## src/rtl/key_debounce.sv

```systemverilog
// -----------------------------------------------------------------------------
// key_debounce
//
// Multi-channel mechanical key debouncer. Each channel synchronises its raw
// asynchronous key level, normalises it so that 1 means "pressed", and only
// accepts a new level once it has been seen on STABLE_CYCLES consecutive
// enabled samples. Accepted changes are reported on key_state together with a
// one-cycle key_press / key_release pulse.
//
// Parameters
//   CH            number of independent key channels (>= 1)
//   SYNC_STAGES   synchroniser depth per channel (>= 2)
//   CNT_W         width of the per-channel stability counter
//   STABLE_CYCLES qualifying samples required (1 .. 2^CNT_W-1)
//   ACTIVE_LOW    1: raw low = pressed, 0: raw high = pressed
//
// Ports
//   clk          sole clock, all state updates on the rising edge
//   nrst         synchronous active-low reset
//   sample_en    sample strobe; stability counters advance only when high
//   key_in       raw asynchronous key levels, one bit per channel
//   key_state    debounced level, 1 = pressed
//   key_press    one-cycle pulse on debounced released->pressed
//   key_release  one-cycle pulse on debounced pressed->released
// -----------------------------------------------------------------------------
module key_debounce #(
    parameter int CH            = 4,
    parameter int SYNC_STAGES   = 2,
    parameter int CNT_W         = 16,
    parameter int STABLE_CYCLES = 50000,
    parameter int ACTIVE_LOW    = 1
) (
    input  logic          clk,
    input  logic          nrst,
    input  logic          sample_en,
    input  logic [CH-1:0] key_in,
    output logic [CH-1:0] key_state,
    output logic [CH-1:0] key_press,
    output logic [CH-1:0] key_release
);

    // Raw level of a released key; also the synchroniser reset value so a
    // reset never looks like a key event.
    localparam logic IDLE_LVL = (ACTIVE_LOW != 0) ? 1'b1 : 1'b0;

    localparam logic [CNT_W-1:0] CNT_ZERO = {CNT_W{1'b0}};
    localparam logic [CNT_W-1:0] CNT_ONE  = CNT_W'(32'd1);
    localparam logic [CNT_W-1:0] CNT_LAST = CNT_W'(STABLE_CYCLES - 32'sd1);

    // -------------------------------------------------------------------------
    // Elaboration-time parameter checks
    // -------------------------------------------------------------------------
    if (CH < 1) begin : g_bad_ch
        $error("key_debounce: CH must be >= 1");
    end

    if (SYNC_STAGES < 2) begin : g_bad_sync
        $error("key_debounce: SYNC_STAGES must be >= 2");
    end

    if (CNT_W < 1) begin : g_bad_cnt_w
        $error("key_debounce: CNT_W must be >= 1");
    end

    if (STABLE_CYCLES < 1) begin : g_bad_stable_lo
        $error("key_debounce: STABLE_CYCLES must be >= 1");
    end

    // Only widths below 31 can be exceeded by a positive int parameter.
    if ((CNT_W < 31) && (STABLE_CYCLES > ((32'sd1 <<< CNT_W) - 32'sd1))) begin : g_bad_stable_hi
        $error("key_debounce: STABLE_CYCLES must be <= 2^CNT_W-1");
    end

    // -------------------------------------------------------------------------
    // Per-channel debounce slice; channels share nothing but clock and strobe
    // -------------------------------------------------------------------------
    for (genvar i = 0; i < CH; i++) begin : g_ch

        logic [SYNC_STAGES-1:0] sync_r;
        logic                   norm_s;
        logic [CNT_W-1:0]       cnt_r;
        logic [CNT_W-1:0]       cnt_nxt_s;
        logic                   state_r;
        logic                   state_nxt_s;
        logic                   press_r;
        logic                   press_nxt_s;
        logic                   release_r;
        logic                   release_nxt_s;

        // Synchroniser shift chain; bit 0 takes the raw input, the top bit is
        // the oldest, metastability-settled sample.
        always_ff @(posedge clk) begin
            if (!nrst) begin
                sync_r <= {SYNC_STAGES{IDLE_LVL}};
            end else begin
                sync_r <= {sync_r[SYNC_STAGES-2:0], key_in[i]};
            end
        end

        // Normalised level: 1 = pressed regardless of key polarity.
        assign norm_s = sync_r[SYNC_STAGES-1] ^ IDLE_LVL;

        // Stability qualification: count enabled mismatching samples and
        // accept the new level on the last one. Any sample agreeing with the
        // accepted level discards progress, even when the strobe is low.
        always_comb begin
            cnt_nxt_s     = cnt_r;
            state_nxt_s   = state_r;
            press_nxt_s   = 1'b0;
            release_nxt_s = 1'b0;
            if (norm_s == state_r) begin
                cnt_nxt_s = CNT_ZERO;
            end else if (sample_en) begin
                // >= rather than == so a corrupted counter can never run
                // past the terminal value.
                if (cnt_r >= CNT_LAST) begin
                    cnt_nxt_s     = CNT_ZERO;
                    state_nxt_s   = norm_s;
                    press_nxt_s   = norm_s;
                    release_nxt_s = ~norm_s;
                end else begin
                    cnt_nxt_s = cnt_r + CNT_ONE;
                end
            end else begin
                cnt_nxt_s = cnt_r;
            end
        end

        // Counter, debounced level and event pulse registers.
        always_ff @(posedge clk) begin
            if (!nrst) begin
                cnt_r     <= CNT_ZERO;
                state_r   <= 1'b0;
                press_r   <= 1'b0;
                release_r <= 1'b0;
            end else begin
                cnt_r     <= cnt_nxt_s;
                state_r   <= state_nxt_s;
                press_r   <= press_nxt_s;
                release_r <= release_nxt_s;
            end
        end

        assign key_state[i]   = state_r;
        assign key_press[i]   = press_r;
        assign key_release[i] = release_r;

    end

endmodule

```

## config.mk

```make
export PLATFORM = sky130hd
export DESIGN_NAME = key_debounce
export DESIGN_NICKNAME = d
export VERILOG_FILES = /design/src/rtl/key_debounce.sv
export SDC_FILE = /design/constraint.sdc
export NUM_CORES = 1
export LEC_CHECK = 0
export ABC_AREA = 0
export CORE_ASPECT_RATIO = 0.5
export CORE_MARGIN = 2
export CORE_UTILIZATION = 25
export CTS_CLUSTER_DIAMETER = 100
export DETAILED_ROUTE_END_ITERATION = 6
export SKIP_CTS_REPAIR_TIMING = 1
export SYNTH_ARGS = -nofsm -noshare
export SYNTH_HDL_FRONTEND = slang
export SYNTH_SLANG_ARGS = --single-unit
```

## constraint.sdc

```tcl
create_clock -name clk -period 4.4 [get_ports clk]
set_clock_uncertainty 0.2 [all_clocks]
set_input_delay 0.88 -clock clk [delete_from_list [all_inputs] [get_ports clk]]
set_output_delay 0.88 -clock clk [all_outputs]
set_load 0.05 [all_outputs]
```

After elaboration in Yosys (flattened, before gate mapping)
Index checks and enable logic that the tools add are counted.

Word-level logic and storage cells: 62. Output and inout port bits: 12. Input bits: 7. Register bits after elaboration: 84.

Mux-type cells: 4. $add $sub $neg: 4. Magnitude comparators: 4. Reduce and logical (&&, ||, !) cells: 12. Equality and inequality tests: 4. Bitwise logic cells: 14.

Operator list (count): 16-bit by 1-bit adder with 16-bit output, second input constant (4); 16-bit greater-or-equal comparator, second input constant (4); 16-bit two-way mux (4); 4-bit OR reduction (4); 1-bit inverter (14); 3-bit AND reduction (4); 2-bit OR reduction (4); 1-bit == test (4).

Logic depth before layout (Yosys ltp)
Depth in word-level cells: 4. Gate-level depth with buffers: 6.

Worst setup path after synthesis
Ideal clock, no wire load.

Path type: input -> register. From: input port sample_en. To: register g_ch[0].cnt_r[0]. Path buffers: 2. Path slack: 2.253 ns. Cell stages on the path: 6. Arrival time: 1.830 ns. Data required time: 4.083 ns. Cells stage by stage: buf_4 -> nand3_1 -> or2_2 -> nand3_1 -> buf_2 -> nor2_1.

RTL lines: from (decl) (RTL line 35) `input logic sample_en,`; to (signal assigned) (RTL line 137) `cnt_r <= cnt_nxt_s;`; to (decl) (RTL line 81) `logic [CNT_W-1:0] cnt_r;`.

==> flow_summary.yaml <==
cts:
  cts-root-buf: "clkbuf_16"
  path_clk_slew_ps: 60
  htreeDepth: 3
  cts_tree: "built"
  insertion_delay_ps: 340
  clk_path_buf_depth: 2
  numCtsBuffers: 9
  cts_sinks: 84
power_and_ir_drop:
  p_leak_nw: 1.36
  pwr-share-clk_pct: 47.3
  p_int_mw: 1.19
  ir_drop_mv: 0.142
  total_power_mw: 1.51
  sequentialPowerShare_pct: 50.8
  p_sw_share_pct: 21.2
  pwr_density_cell_nw_per_um2: 345
  p_switching_uw: 319
  p_comb_share_pct: 1.9
route:
  vias: 2815
  drc: 0
  drtIter0Drc: 148
  drt_wl_total_mm: 6.72
  dr.max_layer_used: "met4"
  vias_per_cell: 4.45
  wl_met3_um: 254
  drt-met1-wl_mm: 3.40
  ant_nets: 0
  wl_met2_mm: 2.95
  wl_per_cell_um: 10.6
  firstDrtPassIters: 4
yosys:
  synth_top_cells_by_count: "84 x dfxtp_1, 69 x nor2_1, 32 x xnor2_1"
  ys_ff_latch: 84
  synth_top_area_share_pct: 44.0
  synthSimpleGateAreaFrac_pct: 30.9
  synth_edf_count: 0
  yosysMostFrequentCell: "dfxtp_1"
  synth-adder-area-share_pct: 1.31
  synth_area_leaders: "dfxtp_1 44%, xnor2_1 7.3%, nor2_1 6.8%"
  ys_types: 37
  synth.avg_cell_area_sq_um: 8.92
  yosys.area.top_type: "dfxtp_1"
  synthesis.nets: 440
  synthCells: 429
  yosys_warnings: 0
  ys_seq_area_share_pct: 44.0
  synth_flop_cell: "dfxtp_1"
  syn_area_sq_um: 3820
  synth_compound_area_share_pct: 4.19
  synth_mux_area_share_pct: 2.09
  synth_xor_area_share_pct: 12.6
  ys_async_sr_fraction_pct: 0
  synth_top_family_by_area: "simple AND/OR/NAND/NOR gates"
sta:
  finalCritPeriodShare_pct: 70.4
  worst_pin_slew_ps: 714
  rsz0062_at_grt: "no"
  setup_violations: 0
  slew_headroom_pct: 52.3
  finalHoldViolations: 0
  finalSetupTns_ps: 0
  fin_crit_ps: 3100
  hold_ws_ps: 204
  maxSlewViolCount: 0
  fmax_mhz: 323
final_layout:
  design_area_sq_um: 4380
  nets: 441
  area_delta_synth_final_pct: 14.5
  drive_above_1_share_pct: 7.13
  instances_no_fill: 633
  antennaDiodeCount: 0
floorplan:
  rows: 31
  die_w_um: 179
  io_pins: 19
  core_sq_um: 14700
  fp.dieArea_sq_um: 16400
  initial_utilization_pct: 26.0
  dieHeight_um: 91.5
place:
  hpwlAfterDp_mm: 4.58
  place_congestion: 0.778
  placed_area_sq_um: 4090
  io_buffers: 18
  numPlacedInstances: 617
setup_path:
  arrival_ps: 3100
  cp.required_ps: 4400
  critPathCaptureType: "register"
  crit_type: "in2reg"
  crit_start: "sample_en"
  start_kind: "input pin"
  worst-path-max-fanout: 18
  r2r_start: "g_ch[2].cnt_r[0]"
grt:
  grt_max_degree: 20
  gr-total-overflow: 0
  grt_pass1_wl_mm: 11.8
  grt_usage_pct: 8.98
  antenna_found_initial: 0
  grt_pass1_vias: 2585
min_path:
  worstHoldStart: "g_ch[2].sync_r[0]"
  hp-class: "reg2reg"
status:
  outcome: "finished, final reports clean"
run:
  cap_violations: 0
[placed cells by master, fill, tap and decap left out, types with 2 or more instances in the layout]
| cell type | n |
|---|---|
| a211o_1 | 4 |
| a21oi_1 | 4 |
| and2_1 | 5 |
| and3_1 | 13 |
| and4_1 | 6 |
| buf_4 | 2 |
| clkbuf_16 | 9 |
| clkbuf_8 | 2 |
| clkdlybuf4s50_1 | 18 |
| clkinvlp_4 | 3 |
| dfxtp_1 | 84 |
| ha_1 | 4 |
| inv_1 | 3 |
| mux2i_1 | 8 |
| nand2_1 | 24 |
| nand2b_1 | 12 |
| nand3_1 | 25 |
| nand4_1 | 28 |
| nand4_4 | 2 |
| nor2_1 | 69 |
| nor3_1 | 13 |
| nor4_1 | 13 |
| o211ai_1 | 4 |
| o21a_1 | 4 |
| o31ai_1 | 3 |
| or2_2 | 5 |
| or4_1 | 2 |
| xnor2_1 | 32 |
| xor2_1 | 23 |
[registers in the layout, summed over array words and instances, names as in the netlist]
signal and count:
g_ch.cnt_r 64, g_ch.press_r 4, g_ch.release_r 4, g_ch.state_r 4
g_ch.sync_r 8
[power groups by stage]
stage	combinational, mW	sequential, mW	clock (mW)
after floorplan	0.0201	0.783	0
after global placement	0.0294	0.783	0
after detailed placement	0.0298	0.784	0
after CTS	0.0300	0.766	0.744
after global routing	0.0328	0.766	0.780
final	0.0292	0.767	0.713
[per-layer routing]
| metal | GRT usage [%] | vias to the layer above |
|---|---|---|
| met2 | 13.9 | 35 |
| met3 | 3.06 | 9 |
| li1 | - | 1485 |
| met4 | 3.86 | 0 |
| met5 | 0 | - |
| met1 | 11.3 | 1286 |
[final cells by class]
type                            instances  area [sq um]
Clock buffer                           11           253
Clock inverter                          5          36.3
Fill cell                            1504         10300
Inverter                                3          11.3
Multi-Input combinational cell        312          1950
Sequential cell                        84          1680
Tap cell                              198           248
Timing Repair Buffer                   20           195
[cell families after synthesis]
| logic type | Yosys count |
|---|---|
| AO/OA/AOI/OAI | 22 |
| XOR/XNOR | 55 |
| adder cells (fa/ha/maj) | 4 |
| buffers and inverters | 33 |
| flip-flops | 84 |
| multiplexers | 8 |
| AND/OR/NAND/NOR | 223 |
[through the flow]
stage	utilization (%)	setup WS, ps
2_1_floorplan	-	2250
3_3_place_gp	27.8	995
3_5_place_dp	27.8	921
4_1_cts	29.8	1280
5_1_grt	29.8	1080
6_report	29.8	1300
[worst paths after layout]
check                                          to  slack [ps]  cells past startpoint
worst min register to register  g_ch[2].sync_r[1]         200                      1
worst max-delay path             g_ch[2].cnt_r[4]        1300                      6
worst min-delay path            g_ch[2].sync_r[1]         200                      1
worst max register to register   g_ch[2].cnt_r[4]        2380                      5
[worst max-delay path: stages]
cell and delay (ps):
clkdlybuf4s50_1 870, buf_4 350, nand3_1 120, or2_2 320, nand3_1 440, nor2_1 100
Power figures use the tool's default switching activity.
